## src/rtl/lanes_pkg.sv

```systemverilog
// Shared constants, lane entry payload and horizontal-motion helper for obstacle_lanes.
package lanes_pkg;

  localparam int unsigned SCREEN_WIDTH  = 640;
  localparam int unsigned SCREEN_HEIGHT = 480;
  localparam int unsigned LANE_SHIFT    = 6;
  localparam int unsigned LANE_HEIGHT   = 64;
  localparam int unsigned X_W           = 10;
  localparam int unsigned SPEED_W       = 2;
  localparam int unsigned LFSR_W        = 16;

  typedef struct packed {
    logic [X_W-1:0]     x;
    logic               dir;
    logic [SPEED_W-1:0] speed;
  } lane_t;

  // One frame of horizontal motion with wrap-around at the screen edges.
  function automatic lane_t lane_move(lane_t l);
    lane_t        m;
    logic [X_W:0] sum;
    m   = l;
    sum = {1'b0, l.x} + (X_W+1)'(l.speed);
    if (l.speed != '0) begin
      if (l.dir) begin
        m.x = (sum >= (X_W+1)'(SCREEN_WIDTH)) ? X_W'(sum - (X_W+1)'(SCREEN_WIDTH)) : X_W'(sum);
      end else begin
        m.x = (l.x < X_W'(l.speed)) ? X_W'(l.x + X_W'(SCREEN_WIDTH) - X_W'(l.speed))
                                    : X_W'(l.x - X_W'(l.speed));
      end
    end
    return m;
  endfunction

endpackage

```

## src/rtl/obstacle_lanes_lfsr16.sv

```systemverilog
// Free-running 16-bit Fibonacci LFSR, taps 16,14,13,11, loaded with SEED on reset.
module lfsr16 #(
  parameter logic [15:0] SEED = 16'hACE1
) (
  input  logic        clk,
  input  logic        reset,
  output logic [15:0] state
);

  always_ff @(posedge clk) begin
    if (reset) begin
      state <= SEED;
    end else begin
      state <= {state[14:0], state[15] ^ state[13] ^ state[12] ^ state[10]};
    end
  end

endmodule

```

## src/rtl/obstacle_lanes.sv

```systemverilog
// Scrolling car-lane field with per-pixel car render and sticky collision flag.
// Optional collision logic: define OBSTACLE_LANES_COLLISION_EN.
module obstacle_lanes
  import lanes_pkg::*;
#(
  parameter int unsigned NUM_LANES   = (SCREEN_HEIGHT + LANE_HEIGHT - 1) / LANE_HEIGHT + 1,
  parameter int unsigned CAR_WIDTH   = 40,
  parameter int unsigned SCROLL_STEP = 2,
  parameter logic [15:0] LFSR_SEED   = 16'hACE1
) (
  input  logic       clk,
  input  logic       reset,
  input  logic       move_followers,
  input  logic       frame_tick,
  input  logic [9:0] pix_x,
  input  logic [9:0] pix_y,
  input  logic       player_on,
  output logic       car_on,
  output logic       hit,
  output logic [5:0] lane_offset
);

  localparam int unsigned SEL_W = 4;

  logic [LFSR_W-1:0] lfsr;
  lane_t             lanes_q [NUM_LANES];
  lane_t             lanes_d [NUM_LANES];
  lane_t             moved   [NUM_LANES];
  lane_t             spawn;
  lane_t             sel;
  logic [X_W-1:0]    r;
  logic [6:0]        offset_sum;
  logic [5:0]        offset_d;
  logic              rotate;
  logic [10:0]       ly;
  logic [SEL_W-1:0]  lane_sel;
  logic [10:0]       px;
  logic [10:0]       xs;
  logic [10:0]       xe;
  logic              car_hit_c;
  logic              unused_bits;

  lfsr16 #(.SEED(LFSR_SEED)) u_lfsr (
    .clk   (clk),
    .reset (reset),
    .state (lfsr)
  );

  // Motion first, then rotation shifts the moved entries and drops in an unmoved spawn.
  always_comb begin
    offset_sum = 7'(lane_offset) + 7'(SCROLL_STEP);
    rotate     = move_followers && (offset_sum >= 7'(LANE_HEIGHT));
    offset_d   = lane_offset;
    if (rotate) begin
      offset_d = '0;
    end else if (move_followers) begin
      offset_d = offset_sum[5:0];
    end

    r           = lfsr[12:3];
    spawn.speed = lfsr[1:0];
    spawn.dir   = lfsr[2];
    spawn.x     = (r >= X_W'(SCREEN_WIDTH)) ? X_W'(r - X_W'(512)) : r;

    for (int i = 0; i < NUM_LANES; i++) begin
      moved[i]   = frame_tick ? lane_move(lanes_q[i]) : lanes_q[i];
      lanes_d[i] = moved[i];
    end
    if (rotate) begin
      lanes_d[0] = spawn;
      for (int i = 1; i < NUM_LANES; i++) begin
        lanes_d[i] = moved[i-1];
      end
    end
  end

  // Render lookup: map the pixel row to a lane, then test the car span without wrap.
  always_comb begin
    ly       = 11'(pix_y) + 11'(LANE_HEIGHT) - 11'(lane_offset);
    lane_sel = ly[LANE_SHIFT +: SEL_W];
    sel      = '0;
    for (int i = 0; i < NUM_LANES; i++) begin
      if (lane_sel == SEL_W'(i)) begin
        sel = lanes_q[i];
      end
    end
    px        = {1'b0, pix_x};
    xs        = {1'b0, sel.x};
    xe        = xs + 11'(CAR_WIDTH);
    car_hit_c = (sel.speed != '0) && (px >= xs) && (px < xe);
  end

  always_ff @(posedge clk) begin
    if (reset) begin
      lane_offset <= '0;
      car_on      <= 1'b0;
      for (int i = 0; i < NUM_LANES; i++) begin
        lanes_q[i] <= '0;
      end
    end else begin
      lane_offset <= offset_d;
      car_on      <= car_hit_c;
      for (int i = 0; i < NUM_LANES; i++) begin
        lanes_q[i] <= lanes_d[i];
      end
    end
  end

`ifdef OBSTACLE_LANES_COLLISION_EN
  logic player_d;

  // player_on is delayed to line up with the registered car_on.
  always_ff @(posedge clk) begin
    if (reset) begin
      player_d <= 1'b0;
      hit      <= 1'b0;
    end else begin
      player_d <= player_on;
      if (car_on && player_d) begin
        hit <= 1'b1;
      end
    end
  end

  assign unused_bits = ^{lfsr[15:13], ly[10], ly[LANE_SHIFT-1:0]};
`else
  assign hit         = 1'b0;
  assign unused_bits = ^{player_on, lfsr[15:13], ly[10], ly[LANE_SHIFT-1:0]};
`endif

endmodule
```

## config.mk

```make
export PLATFORM = sky130hd
export DESIGN_NAME = obstacle_lanes
export DESIGN_NICKNAME = d
export VERILOG_FILES = /design/src/rtl/lanes_pkg.sv /design/src/rtl/obstacle_lanes_lfsr16.sv /design/src/rtl/obstacle_lanes.sv
export SDC_FILE = /design/constraint.sdc
export NUM_CORES = 1
export LEC_CHECK = 0
export ABC_AREA = 1
export CORE_UTILIZATION = 55
export DETAILED_ROUTE_END_ITERATION = 8
export PLACE_DENSITY_LB_ADDON = 0.12
export SETUP_SLACK_MARGIN = 0.1
export SYNTH_ARGS = -nofsm -noshare
export SYNTH_HDL_FRONTEND = slang
export SYNTH_HIERARCHICAL = 1
export SYNTH_SLANG_ARGS = --single-unit
```

## constraint.sdc

```tcl
create_clock -name clk -period 6.45 [get_ports clk]
set_input_delay 1.6125 -clock clk [delete_from_list [all_inputs] [get_ports clk]]
set_output_delay 1.6125 -clock clk [all_outputs]
set_load 0.02 [all_outputs]
```

==> results of run 1 <==
## routing by layer
| layer | vias up | track usage [%] |
|---|---|---|
| met5 | - | 0 |
| met4 | 0 | 9.76 |
| met3 | 78 | 4.35 |
| met2 | 519 | 49.5 |
| met1 | 7363 | 42.6 |
| li1 | 8056 | - |
## placed cells by master (no fill, tap or decap), types with 12 or more instances in the layout
master / count
a21oi_1: 114
a2bb2oi_1: 12
a31oi_1: 22
clkbuf_16: 17
clkdlybuf4s50_1: 28
dfxtp_1: 139
fa_1: 27
ha_1: 248
inv_1: 359
nand2_1: 444
nand2_2: 12
nand3_1: 191
nand4_1: 30
nor2_1: 192
nor3_1: 17
o211ai_1: 35
o21ai_0: 193
o21bai_1: 12
o22ai_1: 70
xnor2_1: 18
xor2_1: 120
## worst min-delay path by stage
stage	startpoint	endpoint	slack [ns]	depth (start not counted)
final	u_lfsr/state[14]	u_lfsr/state[15]	0.41	1
after global routing	u_lfsr/state[14]	u_lfsr/state[15]	0.43	1
after CTS	u_lfsr/state[14]	u_lfsr/state[15]	0.42	1
after detailed placement	u_lfsr/state[14]	u_lfsr/state[15]	0.40	1
after global placement	u_lfsr/state[14]	u_lfsr/state[15]	0.39	1
after floorplan	u_lfsr/state[14]	u_lfsr/state[15]	0.38	1
## kinds of logic (layout without fill, tap and decap cells)
family                   count (synthesis)  count (layout)  share of synthesized area (%)
flip-flops                             139             139                           17.0
AO/OA/AOI/OAI                          516             516                           18.6
AND/OR/NAND/NOR                        922             922                           24.2
XOR/XNOR                               138             138                           7.39
other                                    1               2                         0.0229
buffers and inverters                  445             450                           10.4
adder cells (fa/ha/maj)                275             275                           22.3
## power groups by stage
stage | clock, mW | sequential (mW) | combinational [mW]
6_report | 1.01 | 0.875 | 0.295
3_5_place_dp | 0 | 0.894 | 0.290
4_1_cts | 1.01 | 0.875 | 0.291
2_1_floorplan | 0 | 0.894 | 0.215
5_1_grt | 1.05 | 0.876 | 0.328
3_3_place_gp | 0 | 0.894 | 0.282
## synthesized netlist by cell type, types with 30 or more instances
| library cell | n |
|---|---|
| nand2_1 | 444 |
| inv_1 | 359 |
| ha_1 | 248 |
| nor2_1 | 194 |
| o21ai_0 | 193 |
| nand3_1 | 191 |
| dfxtp_1 | 139 |
| xor2_1 | 120 |
| a21oi_1 | 114 |
| o22ai_1 | 70 |
| clkbuf_1 | 57 |
| o211ai_1 | 35 |
| nand4_1 | 30 |
## layout make-up
cell class / count / area, um^2
clock inverter: 15 / 174
multi-input combinational: 1853 / 11900
inverter: 378 / 1420
clock buffer: 17 / 425
sequential: 139 / 2780
timing repair buffer: 40 / 383
fill: 2738 / 11500
tap: 384 / 480
## worst reg2reg max path: stages (launching register included)
cell	delay, ns
dfxtp_1	0.38
inv_1	0.08
ha_1	0.28
ha_1	0.33
nand2_1	0.07
nand2_1	0.06
a21oi_1	0.26
nand2_2	0.11
nand2_1	0.09
nand2_2	0.07
nor2_4	0.40
nand2_1	0.19
o22ai_1	0.19
a21oi_1	0.05
o21ai_0	0.16
o22ai_1	0.11
o21ai_0	0.20
o22ai_1	0.15
ha_1	0.31
a21oi_1	0.15
nor2_1	0.05
o21ai_0	0.17
a21boi_0	0.12
o21a_1	0.18
o211ai_1	0.17
nand2_1	0.07
a21o_1	0.15
a21oi_1	0.12
## flip-flops by register name (all words and copies together) (netlist names)
| register | flops |
|---|---|
| u_lfsr/state | 16 |
| car_on | 1 |
| lane_offset | 5 |
| lanes_q | 117 |
## per-stage QoR
| stage | cells | hold slack (ns) | total power [mW] |
|---|---|---|---|
| floorplan | 2437 | 0.383 | 1.11 |
| global placement | 2794 | 0.393 | 1.18 |
| detailed placement | 2794 | 0.400 | 1.18 |
| CTS | 2826 | 0.418 | 2.18 |
| global route | 2826 | 0.426 | 2.25 |
| finish | 2826 | 0.412 | 2.18 |
==> metrics.txt, run 1 <==
status=complete, no violations; sequential area share after synthesis=17.0%; Sw Ratio=30.1%; post-route cell area=0.0175 mm^2; RR Startpoint=lane_offset[5]; Synth area leader=ha_1; initial antenna violation count=0; reg2reg path depth=27; drt drc=0; initial DRC count=1425; final count of negative-setup-slack endpoints=0; gr ovfl total=0; # hold bufs at CTS=0; post-CTS setup buffer count=0; internal power=1.52 mW; # clock sinks=139; Critical Path RT=6.82 ns; Async SR Flop Fraction=0%; io pins=33; clock-pin slew on the worst setup and hold paths=0.07 ns; number of synthesized flops with an enable pin=0; min cycle time layout=5.89 ns; top cells by area, synth=ha_1 19%, dfxtp_1 17%, nand2_1 10%, inv_1 8.2%, xor2_1 6.4%; crit path DAT=6.27 ns; critical path launch point type=input port; clk buf depth=2; Hold Fails Final Rpt=0; fin crit share=91.4%; pwr/cell area=124 mW/mm^2; pin count of the biggest net entering global routing=49; Setup TNS Final=0 ns; CTS root buffer=clkbuf_16; Netlist cell types=60; clk_skew=0.0128 ns; wl on met1=21700 um; post-layout util=60.5%; WL final=46100 um; DP Area=0.0169 mm^2; Max Clk Rate=170 MHz; clock share of power=46.4%; Worst Setup Slack post-DPL=0.153 ns; top layer used by detailed routing=met4; Cells after Synth=2436; VDD IR max=0.154 mV; CP endpoint kind=flip-flop; Max Fanout on Critical Path=21; WL/cell=16.3 um; first-pass GRT wire length=76300 um; Die Span Y=174 um; Reg power frac=40.1%; switching power=657 uW; Horiz. Die Dim=174 um; 1st-pass router iterations=5; worst slew pin tran=0.962 ns; crit path from=pix_y[5]; top_reg_cell synth=dfxtp_1; #FFs+latches synth=139; Starting Density=56.4%; Leak=7.97 nW; Comb pwr share=13.5%; vias in the first global route=15.2k; crit path max-delay cell type=clkdlybuf4s50_1; Core Rows=62; All-Layer GR Usage=30.9%; DIE AREA=0.0304 mm^2; worst reg-to-reg setup slack=1.70 ns; gpl congestion=0.959; RSZ-0062 raised after global routing=no; Max Cap Viol=0; synthesized area per cell=6.71 um^2; Max-slew headroom=35.6%; P&R area growth vs syn=7.30%; share of cells above drive strength 1=3.73%; Post-Syn Area=0.0164 mm^2; kind of critical path=in -> reg; worst min path class=reg -> reg; diode count=0; top cell type's share of synthesized area=19.0%; post-CTS sizing=0; metal3 WL=3200 um; clock latency on the worst-skew pair=0.45 ns; number of synthesis warnings=6; met2 routed WL=20100 um; CP Buf/Inv Count=1; port buffer count=28; Nets=2729; RR Endpoint=car_on; vias=16.0k; post-route ant nets=0; Post-DP HPWL=36600 um; CP top delay family=compound AO/OA/AOI/OAI gates; CTS tree=yes; CP dominant cell by count=nand2_1; area of the core=0.0290 mm^2; H-tree depth=4; Pins Over Slew Limit=0; slack of the critical path=0.556 ns; vias per inst=5.67; Worst path depth=27; CP endpoint=car_on; CTS Buf Count=17; worst stage delay on the critical path=0.40 ns
Note: power is estimated with default switching activity, not from simulation.
==> run 2, diff against run 1 <==
Settings changed: CAP_MARGIN set to 20.
==> results of run 2 <==
No change in the layout: final DEF, timing and power equal those of run 1.
==> run 3, diff against run 2 <==
Settings changed: ABC_AREA 1 to unset, CORE_UTILIZATION 55 to 50, CTS_CLUSTER_SIZE set to 28.
==> metrics.txt, run 3 <==
synthesized area per cell=7.39 um^2 (+10%); WL final=57700 um (+25%); final count of negative-setup-slack endpoints=0 (unchanged); vias in the first global route=17.0k (+11%); top-count cell post-synth=nand2_1; dpl cells=2935 (+5.0%); drt drc=0 (unchanged); Starting Density=50.6% (-5.7 points); initial antenna violation count=0 (unchanged); met2 routed WL=27500 um (+37%); number of synthesized flops with an enable pin=0 (unchanged); initial DRC count=1427 (+0.14%); P&R area growth vs syn=7.36% (about the same); worst slew pin tran=1.03 ns (+0.0727 ns); CTS root buffer=clkbuf_16; synth cell count leaders=264 x nand2_1, 248 x ha_1, 229 x nor2_1; Pins Over Slew Limit=0 (unchanged); mux cell area share after synthesis=3.27% (+3.3 points); Synth Area in Compound Gates=25.1% (+6.4 points); Hold Fails Final Rpt=0 (unchanged); status=complete, no violations; top cells by area, synth=ha_1 17%, dfxtp_1 15%, xnor2_1 6.0%, nand2_1 5.4%, a21oi_1 5.1%; Max Fanout on Critical Path=10 (-52%); post-layout util=54.4% (-6.1 points); largest family of logic cells by synthesized area=compound AO/OA/AOI/OAI gates; diode count=0 (unchanged); VDD IR max=0.164 mV (+6.8%); Worst Setup Slack post-DPL=0.0250 ns (-0.128 ns); Nets=2787 (+2.1%); share of cells above drive strength 1=6.68% (+3.0 points); Async SR Flop Fraction=0% (unchanged); final cell count without fillers=2968 (+5.0%); number of synthesis warnings=6 (unchanged); post-route ant nets=0 (unchanged); sequential area share after synthesis=15.1% (-2.0 points); slack of the critical path=0.485 ns (-0.0700 ns); Largest register FFs=117 (unchanged); clock-pin slew on the worst setup and hold paths=0.07 ns (about the same); Synth area leader=ha_1; wl on met1=26300 um (+21%); Post-DP HPWL=45200 um (+23%); fill count=3543 (+29%); Synth Area in Adders=19.7% (-2.6 points); # hold bufs at CTS=0 (unchanged); commonest non-fill, non-tap cell in the layout=nand2_1; 1st-pass router iterations=5 (unchanged); first-pass GRT wire length=92600 um (+21%); vias per inst=6.09 (+7.4%); post-route cell area=0.0199 mm^2 (+13%); pwr/cell area=117 mW/mm^2 (-5.5%); WL/cell=19.5 um (+19%); gr ovfl total=0 (unchanged); worst min path class=reg -> reg; All-Layer GR Usage=30.5% (-0.38 points); Reg with most FFs=lanes_q; Synth Area in XOR/XNOR=7.15% (-0.24 points); Core Rows=70 (+13%); metal3 WL=2660 um (-17%); CTS tree=yes; area of the core=0.0365 mm^2 (+26%); register area=0.00278 mm^2 (unchanged); Max-slew headroom=29.3% (-6.4 points); DP Area=0.0193 mm^2 (+14%); gpl congestion=0.969 (+1.0%); RSZ-0062 raised after global routing=no; critical path launch point type=input port; Netlist cell types=100 (+67%); CTS Buf Count=17 (unchanged); reg2reg path depth=21 (-22%); Horiz. Die Dim=194 um (+11%); fin crit share=92.5% (+1.1 points); clock latency on the worst-skew pair=0.44 ns (about the same); top_reg_cell synth=dfxtp_1; Setup TNS Final=0 ns (unchanged); Critical Path RT=6.83 ns (about the same); worst hold slack=0.410 ns (-0.00134 ns); largest registers=lanes_q: 117 flops, u_lfsr/state: 16 flops, lane_offset: 5 flops; top cell type's share of synthesized area=16.8% (-2.2 points); Cells after Synth=2503 (+2.8%); top layer used by detailed routing=met4; #FFs+latches synth=139 (unchanged); clk_skew=0.0124 ns (-0.000380 ns); Post-Syn Area=0.0185 mm^2 (+13%); pin count of the biggest net entering global routing=75 (+53%); port buffer count=28 (unchanged); kind of critical path=in -> reg; H-tree depth=4 (unchanged); CP endpoint kind=flip-flop; Max Cap Viol=0 (unchanged); min cycle time layout=5.96 ns (+0.0700 ns); Multi-input gate area=0.0145 mm^2 (+22%); crit path DAT=6.34 ns (+0.07 ns); Die Span Y=194 um (+11%); commonest cells after routing, fill and taps aside=264 x nand2_1, 248 x ha_1, 228 x nor2_1; vias=18.1k (+13%); Leak=7.57 nW (-5.1%); clk buf depth=2 (unchanged); io pins=33 (unchanged); # clock sinks=139 (unchanged); DIE AREA=0.0378 mm^2 (+24%); Max Clk Rate=168 MHz (-1.2%); Worst Hold Path Cells=1 (unchanged); Pwr Total=2.33 mW (+6.9%); simple-gate portion of the synthesized area=23.0% (-1.2 points)
## run 3: changes by cell type after synthesis, sizes merged, moves of 48 or more
cell	delta
a21oi	+76
xnor2	+109
nand2b	+51
xor2	-96
and3	+48
nand2	-191
nand3	-124
o22ai	-49
inv	-169
## run 3: cell type report
type                       count  share of cell area, %
timing repair buffer          79                   3.39
sequential                   139                   14.0
clock buffer                  17                   2.14
multi-input combinational   2045                   72.9
tap                          468                   2.95
inverter                     205                   3.88
clock inverter                15                  0.674
## run 3: worst paths after layout
| check | startpoint | endpoint | slack (ns) |
|---|---|---|---|
| hold reg to reg | u_lfsr/state[14] | u_lfsr/state[15] | 0.41 |
| setup reg to reg | lane_offset[4] | car_on | 1.52 |
| hold / removal | u_lfsr/state[14] | u_lfsr/state[15] | 0.41 |
| setup / recovery | pix_y[4] | car_on | 0.49 |
## run 3: worst max-delay path, stage by stage
cell and delay (ns):
clkdlybuf4s50_1 0.45, ha_1 0.32, ha_1 0.39, o21ai_2 0.14, or3_4 0.43, a2bb2oi_2 0.18
buf_4 0.21, o21ai_1 0.17, o22ai_1 0.18, nor2_1 0.06, o32ai_1 0.56, inv_2 0.08
ha_1 0.32, a21o_1 0.11, a21oi_1 0.06, o21a_1 0.11, o21ai_0 0.23, a31oi_1 0.12
a311oi_1 0.32, nand4bb_1 0.14, o21ai_1 0.14
## run 3: timing repair
action,CTS,global route
setup buffers,0,0
resized for setup,0,1
setup endpoints to repair,0,1
## run 3: routing by layer
layer	up-vias	global-route usage [%]
met2	510	51.9
met1	8654	41.1
met3	67	2.67
met4	0	8.50
li1	8835	-
met5	-	0
## run 3: logic make-up (layout without fill, tap and decap cells)
family / count (synthesis) / after routing
simple gates: 875 / 875
compound gates: 687 / 687
fa+ha+maj: 275 / 275
xor+xnor: 151 / 151
other cells: 1 / 2
buf+inv: 320 / 316
mux: 55 / 55
flops: 139 / 139
## run 3: report_power, final
group | switching (mW) | internal (mW)
Sequential | 0.0103 | 0.869
Combinational | 0.284 | 0.200
Clock | 0.461 | 0.507
Total | 0.755 | 1.58
